## src/rtl/uart_cmd_sequencer_if.sv

```systemverilog
// uart_cmd_sequencer_if: receiver-side byte handshake and downstream command handshake.
interface uart_cmd_sequencer_if;
    logic        rx_rdy;
    logic [7:0]  rx_data;
    logic        clr_rx_rdy;
    logic        clr_cmd_rdy;
    logic        cmd_rdy;
    logic [7:0]  cmd;
    logic [15:0] data;
    logic        frame_err;
    modport master (
        output rx_rdy, rx_data, clr_cmd_rdy,
        input  clr_rx_rdy, cmd_rdy, cmd, data, frame_err
    );
    modport slave (
        input  rx_rdy, rx_data, clr_cmd_rdy,
        output clr_rx_rdy, cmd_rdy, cmd, data, frame_err
    );
endinterface

```

## src/rtl/uart_cmd_sequencer.sv

```systemverilog
// uart_cmd_sequencer: assembles opcode/hi/lo UART bytes into one command with inter-byte timeout.
// Define UART_CMD_CHECKSUM_EN to require a fourth checksum byte (frame sum mod 256 == 0xFF).
module uart_cmd_sequencer #(
    parameter int TIMEOUT_CYC = 52080,
    parameter int TO_W        = 16
) (
    input logic                clk,
    input logic                rst_n,
    uart_cmd_sequencer_if.slave bus
);
`ifdef UART_CMD_CHECKSUM_EN
    typedef enum logic [1:0] {IDLE, WAIT_HI, WAIT_LO, WAIT_CHK} state_t;
`else
    typedef enum logic [1:0] {IDLE, WAIT_HI, WAIT_LO} state_t;
`endif
    localparam logic [TO_W-1:0] TO_LAST = TO_W'(TIMEOUT_CYC - 1);
    state_t          state_q;
    logic [7:0]      op_q, hi_q, cmd_q;
    logic [15:0]     data_q, data_d;
    logic [TO_W-1:0] to_q, to_d;
    logic            cmd_rdy_q, frame_err_q;
    logic            accept, timeout, commit, chk_fail;
    assign accept  = bus.rx_rdy;
    assign timeout = (state_q != IDLE) && (to_q == TO_LAST) && !accept;
`ifdef UART_CMD_CHECKSUM_EN
    logic [7:0] lo_q, chk_sum;
    assign chk_sum  = op_q + hi_q + lo_q + bus.rx_data;
    assign commit   = accept && (state_q == WAIT_CHK) && (chk_sum == 8'hFF);
    assign chk_fail = accept && (state_q == WAIT_CHK) && (chk_sum != 8'hFF);
    assign data_d   = {hi_q, lo_q};
`else
    assign commit   = accept && (state_q == WAIT_LO);
    assign chk_fail = 1'b0;
    assign data_d   = {hi_q, bus.rx_data};
`endif
    // Saturating counter, held at zero while idle and restarted by every byte.
    assign to_d = (state_q == IDLE || accept || timeout) ? '0 :
                  (to_q == '1) ? to_q : to_q + TO_W'(1);
    always_ff @(posedge clk or negedge rst_n) begin
        if (!rst_n) begin
            state_q     <= IDLE;
            op_q        <= '0;
            hi_q        <= '0;
`ifdef UART_CMD_CHECKSUM_EN
            lo_q        <= '0;
`endif
            to_q        <= '0;
            cmd_q       <= '0;
            data_q      <= '0;
            cmd_rdy_q   <= 1'b0;
            frame_err_q <= 1'b0;
        end else begin
            to_q        <= to_d;
            frame_err_q <= timeout || chk_fail;
            cmd_rdy_q   <= commit || (cmd_rdy_q && !bus.clr_cmd_rdy && !(state_q == IDLE && accept));
            if (commit) begin
                cmd_q  <= op_q;
                data_q <= data_d;
            end
            if (timeout || chk_fail) begin
                state_q <= IDLE;
                op_q    <= '0;
                hi_q    <= '0;
`ifdef UART_CMD_CHECKSUM_EN
                lo_q    <= '0;
`endif
            end else if (accept) begin
                case (state_q)
                    IDLE: begin
                        op_q    <= bus.rx_data;
                        state_q <= WAIT_HI;
                    end
                    WAIT_HI: begin
                        hi_q    <= bus.rx_data;
                        state_q <= WAIT_LO;
                    end
`ifdef UART_CMD_CHECKSUM_EN
                    WAIT_LO: begin
                        lo_q    <= bus.rx_data;
                        state_q <= WAIT_CHK;
                    end
`endif
                    default: state_q <= IDLE;
                endcase
            end
        end
    end
    // Combinational consume strobe: a registered one would capture the same byte twice.
    assign bus.clr_rx_rdy = bus.rx_rdy;
    assign bus.cmd_rdy    = cmd_rdy_q;
    assign bus.cmd        = cmd_q;
    assign bus.data       = data_q;
    assign bus.frame_err  = frame_err_q;
endmodule

```

## src/flat_wrapper.sv

```systemverilog
// flat-port wrapper written by rule: the top's interface ports become plain ports
module uart_cmd_sequencer_flat 
#(
    parameter int TIMEOUT_CYC = 52080,
    parameter int TO_W        = 16
)
  (clk, rst_n, bus_rx_rdy, bus_rx_data, bus_clr_cmd_rdy, bus_clr_rx_rdy, bus_cmd_rdy, bus_cmd, bus_data, bus_frame_err);
  uart_cmd_sequencer_if bus_i ();
  input logic clk;
  input logic rst_n;
  input wire logic [$bits(bus_i.rx_rdy)-1:0] bus_rx_rdy;
  input wire logic [$bits(bus_i.rx_data)-1:0] bus_rx_data;
  input wire logic [$bits(bus_i.clr_cmd_rdy)-1:0] bus_clr_cmd_rdy;
  output wire logic [$bits(bus_i.clr_rx_rdy)-1:0] bus_clr_rx_rdy;
  output wire logic [$bits(bus_i.cmd_rdy)-1:0] bus_cmd_rdy;
  output wire logic [$bits(bus_i.cmd)-1:0] bus_cmd;
  output wire logic [$bits(bus_i.data)-1:0] bus_data;
  output wire logic [$bits(bus_i.frame_err)-1:0] bus_frame_err;
  assign bus_i.rx_rdy = bus_rx_rdy;
  assign bus_i.rx_data = bus_rx_data;
  assign bus_i.clr_cmd_rdy = bus_clr_cmd_rdy;
  assign bus_clr_rx_rdy = bus_i.clr_rx_rdy;
  assign bus_cmd_rdy = bus_i.cmd_rdy;
  assign bus_cmd = bus_i.cmd;
  assign bus_data = bus_i.data;
  assign bus_frame_err = bus_i.frame_err;
  uart_cmd_sequencer #(.TIMEOUT_CYC(TIMEOUT_CYC), .TO_W(TO_W)) u_core (.clk(clk), .rst_n(rst_n), .bus(bus_i));
endmodule
```

## config.mk

```make
export PLATFORM = sky130hd
export DESIGN_NAME = uart_cmd_sequencer_flat
export DESIGN_NICKNAME = d
export VERILOG_FILES = /design/src/rtl/uart_cmd_sequencer_if.sv /design/src/rtl/uart_cmd_sequencer.sv /design/src/flat_wrapper.sv
export SDC_FILE = /design/constraint.sdc
export NUM_CORES = 1
export LEC_CHECK = 0
export BUFFER_PORTS_ARGS = -buffer_cell sky130_fd_sc_hd__buf_2
export CELL_PAD_IN_SITES_DETAIL_PLACEMENT = 0
export CELL_PAD_IN_SITES_GLOBAL_PLACEMENT = 1
export CORE_ASPECT_RATIO = 1.5
export CORE_MARGIN = 1
export CORE_UTILIZATION = 40
export CTS_CLUSTER_SIZE = 16
export DETAILED_ROUTE_END_ITERATION = 16
export PLACE_DENSITY_LB_ADDON = 0.1
export SYNTH_ARGS = -nofsm -noshare
export SYNTH_HDL_FRONTEND = slang
export SYNTH_SLANG_ARGS = --single-unit
```

## constraint.sdc

```tcl
create_clock -name clk -period 1.7 [get_ports clk]
set_input_delay 0.34 -clock clk [delete_from_list [all_inputs] [get_ports clk]]
set_output_delay 0.34 -clock clk [all_outputs]
set_load 0.01 [all_outputs]
```

---- Word-level counts from Yosys, hierarchy flattened ----
Index checks and enable logic that the tools add are counted.
cells by class
  mux-type cells .......................... 11
  eq/ne operators ......................... 5
  add/subtract/negate cells ............... 1
  reductions and logical operators ........ 19
operator list
  kind                                                                      count
  8-bit two-way mux                                                         6
  16-bit equality test (second input constant)                              2
  16-bit two-way mux                                                        2
  16-bit by 1-bit adder with 16-bit output (second input constant)          1
  2-bit nonzero test                                                        4
  1-bit logical AND                                                         6
  2-bit two-way mux                                                         2
  2-bit one-hot mux with 2 select lines                                     1
  2-bit AND reduction                                                       2
  1-bit logical NOT                                                         3
  1-bit logical OR                                                          3
  2-bit by 1-bit equality test with 1-bit output (second input constant)    1
  2-bit equality test (second input constant)                               1
  2-bit logical NOT                                                         1
  2-bit by 1-bit inequality test with 1-bit output (second input constant)  1
storage, ports and cells
  output and inout bits ................... 27
  bits of input ports ..................... 12
  register bits after elaboration ......... 60
  logic and storage cells ................. 44

---- Logic depth before layout (Yosys ltp) ----
Gate-level depths: netlist (run 1).
  depth in word-level cells ............... 5
  depth in mapped cells ................... 6
  depth with buffers taken out ............ 5

---- Least setup slack after synthesis (run 1) ----
OpenSTA, ideal clock, no wires.
  path kind ............................... reg-to-reg
  start point ............................. reg u_core.to_q[0]
  end point ............................... reg u_core.hi_q[0]
  data arrival time ....................... 1.605 ns
  path buffers ............................ 1
  required time ........................... 1.581 ns
  stages on the path, launching flop included .. 7
  clock period less this slack ............ 1.723 ns
  setup time .............................. 0.119 ns
  setup slack ............................. -0.023 ns
  cells stage by stage .................... dfrtp_1 ha_1 and3_2 nand4b_2 nor4_4 buf_6 o21ai_2
between the ends
  longest elaborated chain between the ends .. 5
  elaborated cells between the ends (all ways) .. 7
  classes of those cells .................. eq/ne: 1; mux: 1; reduce/logical: 5
ends and longest elaborated chain
  what                                RTL line                  source
  start, declared                     uart_cmd_sequencer.sv:20  logic [TO_W-1:0] to_q, to_d;
  start signal, assigned              uart_cmd_sequencer.sv:53  to_q <= to_d;
  16-bit equality test (*)            uart_cmd_sequencer.sv:24  assign timeout = (state_q != IDLE) && (to_q == TO_LAST) && !accept;
  1-bit logical AND (*) (2 in a row)  uart_cmd_sequencer.sv:24
  named net u_core.timeout            uart_cmd_sequencer.sv:22  logic accept, timeout, commit, chk_fail;
  2-bit nonzero test (no line)        --
  2-bit AND reduction (no line)       --
  end signal, assigned                uart_cmd_sequencer.sv:74  hi_q <= bus.rx_data;
  end, declared                       uart_cmd_sequencer.sv:18  logic [7:0] op_q, hi_q, cmd_q;
The timed path passes the listed nets; every way through them passes the cells marked *.
A chain may end at the register's enable or synchronous reset.

---- Worst setup path in the final report (run 1) ----
  start point ............................. reg u_core.to_q[4]
  end point ............................... reg u_core.hi_q[6]
between the ends
  longest elaborated chain between the ends .. 5
  elaborated cells between the ends (all ways) .. 7
  classes of those cells .................. eq/ne: 1; mux: 1; reduce/logical: 5
ends and longest elaborated chain
  what                                RTL line
  16-bit equality test (*)            uart_cmd_sequencer.sv:24
  1-bit logical AND (*) (2 in a row)  uart_cmd_sequencer.sv:24
  2-bit nonzero test (no line)        --
  2-bit AND reduction (no line)       --
Mark *: on every way between the ends. The rest lies on a longest branch, timed or not.

==> metrics.md, run 1 <==
| Metric | Value |
|---|---|
| Fmax | `between 600 and 700 MHz` |
| Final hold vios | `0` |
| Yosys reg bits | `60` |
| H-Tree Level Count | `3` |
| Most frequent cells after synthesis | `dfrtp_1 (60), nand2_1 (38), mux2_2 (24)` |
| Layout cells sized above 1 | `45.8%` |
| Clock Root Buffer | `clkbuf_8` |
| Most frequent cell after synthesis | `dfrtp_1` |
| CTS buffer count | `9` |
| WP data arrival | `approximately 1.9 ns` |
| Core Util, Final | `54.7%` |
| Gpl congestion | `0.849` |
| Die extent in y | `roughly 100 µm` |
| Clock skew | `0.00870 ns` |
| Diodes inserted | `0` |
| Crit path kind | `flip-flop to flip-flop` |
| Routed wire length per instance | `between 15 and 20 µm` |
| Post-Synth Adder-Cell Area | `less than 1%` |
| Minimum clock period | `roughly 1.7 ns` |
| Area grow syn2layout | `31.8%` |
| Final slew viol count | `0` |
| Clk sink count | `60` |
| Initial core utilization | `roughly two fifths` |
| Initial antenna violation count | `0` |
| RSZ-0062 raised after global routing | `yes` |
| Mean number of vias per cell | `5.23` |
| DR DRC count | `0` |
| Post-synthesis mux area share | `10.8%` |
| Pleak | `between 1.5 and 2 nW` |
| CTS tree | `built` |
| Max IR drop VDD | `0.000656 V` |
| Number of global-route vias before repair | `1955` |
| Clk Latency, worst-skew pair | `approximately 0.34 ns` |
| Simple-Gate Fraction of Synth Area | `a little under a fifth` |
| Max cap viols | `0` |
| First-pass GRT wire length | `roughly 9300 µm` |
| DR pass1 iterations | `5` |
| Gr ovfl total | `0` |
| Hold slack final | `roughly 0.23 ns` |
| Unique cell type count in the Yosys netlist | `50` |
| Worst hold path type | `input pin to flip-flop` |
| PwrDens | `approximately 1400 nW/µm²` |
| Mapped Nets | `~250` |
| WL final | `approximately 6000 µm` |
| Placed inst area | `3180 µm²` |
| Most used flip-flop cell after synthesis | `dfrtp_1` |
| Final std cells w/o fill | `388` |
| Area contributors post-synth | `dfrtp_1 (56%), mux2_2 (10%), nand2_1 (5.3%), o21ai_2 (2.9%), nor2_1 (2.1%)` |
| Row cnt | `36` |
| Max Root-Sink Buffers | `2` |
| Post-synthesis compound-gate area fraction | `10.4%` |
| Buffers and inverters on the worst path | `2` |
| Sequential area share after synthesis | `a little under three fifths` |
| EDFF count, synth | `0` |
| Status | `complete, no violations` |
| Largest delay share family, worst path | `simple AND/OR/NAND/NOR gates` |
| PortBufs | `38` |
| Top Ports | `39` |
| CP max stage cell | `dfrtp_2` |
| Final net count | `320` |
| Cell area after synthesis | `roughly 2700 µm²` |
| Antenna Nets Post-Route | `0` |
| CP endpoint kind | `flip-flop` |
| Yosys warns | `0` |
| Total track usage | `roughly 19%` |
| Crit path max fanout | `8` |
| Max-slew headroom | `78.1%` |
| Pin count of the biggest net entering global routing | `61` |
| Ys async rst share | `100%` |
| WP data required | `a little under 2 ns` |
| Yosys top cell by area | `dfrtp_1` |
| CP max stage delay | `about 0.44 ns` |
| Core area | `around 6500 µm²` |
| Initial DRC Count | `about 100` |
| Clock transition at path regs | `around 0.070 ns` |
| Hpwl dp | `~4000 µm` |
| Die W | `69.0 µm` |
| Total die area | `roughly 7100 µm²` |
| Post-synth top area share | `a little under three fifths` |
| Worst slew pin tran | `between 0.3 and 0.4 ns` |
| Post-Layout Inst Area | `3550 µm²` |
| Post-synthesis xor/xnor area fraction | `less than 1%` |
| Final period util | `a little over nine tenths` |
| Placed instance count | `between 300 and 400` |
| Mapped Cells | `between 200 and 250` |
| Avg Cell Area, Syn | `roughly 11 µm²` |
| Cell Chain, Critical Path | `nor4b_4 > nand3_2 > nor4_4 > buf_6 > clkbuf_16 > o21ai_2` |
| Startpoint Class | `flip-flop` |
| Vias | `2031` |
| Finish-stage setup viols | `0` |
| Main combinational cell family by area after synthesis | `simple AND/OR/NAND/NOR gates` |
cells in the final DEF (no fill, tap or decap), types with 5 or more instances in the layout:
cell / n
dfrtp_1: 56
nand2_1: 38
buf_2: 38
buf_4: 25
mux2_2: 24
nor2_1: 15
o21ai_2: 13
clkbuf_8: 10
nor3_1: 6
a21oi_1: 6
o31ai_1: 5
metrics by stage:
step / setup slack [ns] / TNS (ns) / total power [W]
floorplan: 0.00701 / 0 / 0.00298
global placement: 0.0742 / 0 / 0.00351
detailed placement: 0.0220 / 0 / 0.00357
CTS: 0.000185 / 0 / 0.00503
global route: -0.0353 / -0.307 / 0.00536
finish: 0.0362 / 0 / 0.00502
registers in the layout, summed over array words and instances (netlist names):
name,count
u_core.op_q,8
u_core.to_q,16
u_core.bus.cmd_rdy,1
u_core.bus.frame_err,1
u_core.bus.data,16
u_core.hi_q,8
u_core.bus.cmd,8
u_core.state_q,2
layer usage:
metal	track usage, %	up-vias	part of all wire [%]
met2	31.4	37	54
met1	21.4	994	41
met3	5.13	10	3.3
met5	0	-	0
li1	-	990	-
met4	7.85	0	1.5
cell type report:
| type | instances | area (µm²) |
|---|---|---|
| Tap cell | 76 | 95.1 |
| Fill cell | 584 | 2940 |
| Clock inverter | 6 | 87.6 |
| Timing Repair Buffer | 71 | 529 |
| Clock buffer | 10 | 138 |
| Inverter | 4 | 15.0 |
| Sequential cell | 60 | 1510 |
| Multi-Input combinational cell | 161 | 1180 |
worst min-delay path: stages:
cell     delay [ns]
buf_2          0.10
nand2_1        0.06
o21ai_2        0.05
cell families (layout without fill, tap and decap cells):
logic type                 after synthesis  after routing
AOI/OAI and AO/OA                       40             40
xor gates and xnor gates                 3              3
adders and majority gates                1              1
buffers and inverters                   14             91
DFF                                     60             60
muxes                                   26             26
and+or+nand+nor                         91             91
repair_timing:
item | in CTS | in global routing
hold buffers | 1 | 0
setup endpoints to repair | 3 | 24
endpoints found under the hold margin | 2 | 0
setup buffers | 0 | 3
pin swaps | 0 | 15
gates resized for setup | 3 | 18
gates cloned | 0 | 2
worst paths after layout:
| check | from | end | slack (ns) | cells past startpoint |
|---|---|---|---|---|
| worst max register to register | u_core.to_q[4] | u_core.hi_q[6] | 0.04 | 6 |
| worst min register to register | u_core.bus.data[12] | u_core.bus.data[12] | 0.50 | 1 |
| worst min-delay path | bus_rx_data[5] | u_core.hi_q[5] | 0.23 | 3 |
| worst max-delay path | u_core.to_q[4] | u_core.hi_q[6] | 0.04 | 6 |
| min in group asynchronous | rst_n | u_core.bus.cmd[1] | 0.52 | 3 |
| max in group asynchronous | rst_n | u_core.to_q[11] | 0.87 | 3 |
power breakdown:
part           total [W]  leakage (nW)  switching (W)  internal [W]
clock network    0.00146         0.116       0.000598      0.000865
registers        0.00216         0.763       0.000249       0.00191
logic            0.00140         0.779       0.000680      0.000720
total            0.00502          1.66        0.00153       0.00350
(Power assumes the default switching activity.)
==> run 2: changes to the inputs <==
==> constraint.sdc (replaced) <==
create_clock -name clk -period 2 [get_ports clk]
set_input_delay 0.4 -clock clk [delete_from_list [all_inputs] [get_ports clk]]
set_output_delay 0.4 -clock clk [all_outputs]
set_load 0.01 [all_outputs]
==> run 2 against run 1 <==
Against the previous run: clock-buffer cell count up 1; flip-flop and latch count unchanged; sequential power shrank 14%; largest cell class unchanged.
==> metrics.md, run 2 (synthesized netlist as in run 1, its figures left out) <==
| Metric | Value |
|---|---|
| Dpl ws | `0.142 ns (+0.120 ns)` |
| Antenna Nets Post-Route | `0 (unchanged)` |
| Row cnt | `36 (unchanged)` |
| Area grow syn2layout | `18.6%` |
| Crit path kind | `flip-flop to flip-flop` |
| First-pass GRT wire length | `9520 µm (+2.2%)` |
| Clk Latency, worst-skew pair | `0.34 ns (about the same)` |
| Cell Chain, Critical Path | `ha_1 > and3_2 > nand4b_2 > nor4_4 > buf_6 > o21ai_0` |
| Crit path max fanout | `17 (+9)` |
| Initial DRC Count | `108 (+9.1%)` |
| R2R setup slack | `0.21 ns (+0.17 ns)` |
| Clock skew | `0.00705 ns (-0.00165 ns)` |
| Clock Root Buffer | `clkbuf_8` |
| Clock transition at path regs | `0.06 ns (about the same)` |
| Top Ports | `39 (unchanged)` |
| Status | `complete, no violations` |
| DR DRC count | `0 (unchanged)` |
| Commonest non-fill, non-tap cell in the layout | `dfrtp_1` |
| Tot Pwr | `0.00390 W (-22%)` |
| Fmax | `557 MHz (-7.3%)` |
| PostCTS Resize Cnt | `0 (-3)` |
| WP data arrival | `2.01 ns (+0.11 ns)` |
| Routed wire length per instance | `15.3 µm (-1.3%)` |
| RSZ-0062 raised after global routing | `no` |
| CTS tree | `built` |
| Pin count of the biggest net entering global routing | `61 (unchanged)` |
| Worst R2R Path Depth | `6 (unchanged)` |
| DR pass1 iterations | `4 (-1)` |
| Initial core utilization | `41.5% (unchanged)` |
| Worst hold path type | `input pin to asynchronous set/reset pin` |
| Initial antenna violation count | `0 (unchanged)` |
| Largest delay share family, worst path | `simple AND/OR/NAND/NOR gates` |
| CTS buffer count | `9 (unchanged)` |
| Max IR drop VDD | `0.000390 V (-41%)` |
| Max Root-Sink Buffers | `2 (unchanged)` |
| H-Tree Level Count | `3 (unchanged)` |
| Minimum clock period | `1.79 ns (+0.130 ns)` |
| Final hold vios | `0 (unchanged)` |
| Mean number of vias per cell | `5.18 (-0.97%)` |
| WL final | `5580 µm (-7.2%)` |
| Max cap viols | `0 (unchanged)` |
| Number of global-route vias before repair | `1998 (+2.2%)` |
| CP max stage delay | `0.40 ns (-0.04 ns)` |
| Finish-stage setup viols | `0 (unchanged)` |
| Pleak | `1.47 nW (-11%)` |
| Buffers and inverters on the worst path | `1 (-1)` |
| PortBufs | `38 (unchanged)` |
| Gr ovfl total | `0 (unchanged)` |
| Hpwl dp | `3930 µm (-2.9%)` |
| Gpl congestion | `0.771 (-9.2%)` |
| Total track usage | `18.7% (+0.11 points)` |
| Layout cells sized above 1 | `37.4% (-8.5 points)` |
| Reg-to-reg endpoint | `u_core.op_q[1]` |
| Max-slew headroom | `74.1% (-4.0 points)` |
| Hold-fix buffers at CTS | `0 (-1)` |
| Core area | `6490 µm² (unchanged)` |
| Die extent in y | `102 µm (unchanged)` |
| Vias | `1892 (-6.8%)` |
| CP endpoint kind | `flip-flop` |
| PwrDens | `1220 nW/µm² (-14%)` |
| Final slew viol count | `0 (unchanged)` |
| WP data required | `2.22 ns (+0.29 ns)` |
| Die W | `69.0 µm (unchanged)` |
| Clk sink count | `60 (unchanged)` |
| Postcts setup bufs | `0 (unchanged)` |
| Final net count | `298 (-6.9%)` |
| Final setup TNS | `0 ns (unchanged)` |
| Final period util | `89.7% (-8.2 points)` |
| Slack of the critical path | `0.206 ns (+0.170 ns)` |
| Diodes inserted | `0 (unchanged)` |
| Total die area | `7070 µm² (unchanged)` |
| Startpoint Class | `flip-flop` |
| Worst slew pin tran | `0.387 ns (+0.0584 ns)` |
| Most frequent cells in the layout | `dfrtp_1 (60), nand2_1 (38), buf_2 (38), mux2_2 (24), nor2_1 (15)` |
| CP max stage cell | `dfrtp_1` |
| Worst reg2reg startpoint | `u_core.to_q[0]` |
run 2: changes by cell type in the layout (fill, tap and decap cells not counted), sizes merged:
cell / previous run / this run
buf: 68 / 49
clkinv: 4 / 2
dlygate4sd3: 1 / 0
clkbuf: 12 / 11
clkinvlp: 0 / 2
bufinv: 2 / 0
run 2: through the flow:
stage | utilization [%] | hold slack [ns] | std cells | area [µm²]
floorplan | - | 0.104 | 235 | 2690
global placement | 46.4 | 0.436 | 350 | 3010
detailed placement | 46.4 | 0.432 | 350 | 3010
CTS | 49.2 | 0.0612 | 365 | 3190
global route | 49.2 | 0.0757 | 365 | 3190
finish | 49.2 | 0.0522 | 365 | 3190
run 2: worst register-to-register path: cells and delay by family, from the launching register on:
kind,cells,cell delay (ns)
compound gates,1,0.12
fa+ha+maj,1,0.22
buf+inv,1,0.24
flops,1,0.40
simple gates,3,0.71
run 2: routing by layer:
layer,global-route usage (%),wire length (µm),vias up
met5,0,0,-
met4,8.01,105,0
met3,4.69,184,10
met2,32.0,2930,33
met1,21.4,2360,906
li1,-,-,943
run 2: cell type report:
| class | count | area (µm²) |
|---|---|---|
| fill | 638 | 3290 |
| sequential | 60 | 1500 |
| multi-input combinational | 161 | 1110 |
| timing repair buffer | 49 | 289 |
| clock buffer | 11 | 151 |
| tap | 76 | 95.1 |
| clock inverter | 4 | 25.0 |
| inverter | 4 | 15.0 |
run 2: how the worst max path moves through the flow:
stage | start | endpoint | slack [ns] | cells past startpoint
finish | u_core.to_q[0] | u_core.op_q[1] | 0.21 | 6
global route | u_core.to_q[0] | u_core.op_q[0] | 0.06 | 6
CTS | u_core.to_q[0] | u_core.op_q[1] | 0.15 | 6
detailed placement | u_core.to_q[0] | u_core.op_q[3] | 0.14 | 6
global placement | u_core.to_q[0] | u_core.op_q[5] | 0.21 | 6
floorplan | u_core.to_q[0] | u_core.hi_q[0] | 0.28 | 6
run 2: report_power, final:
group          switching, W  internal (W)
Clock              0.000469      0.000505
Combinational      0.000536      0.000542
Sequential         0.000220       0.00163
Total               0.00122       0.00267
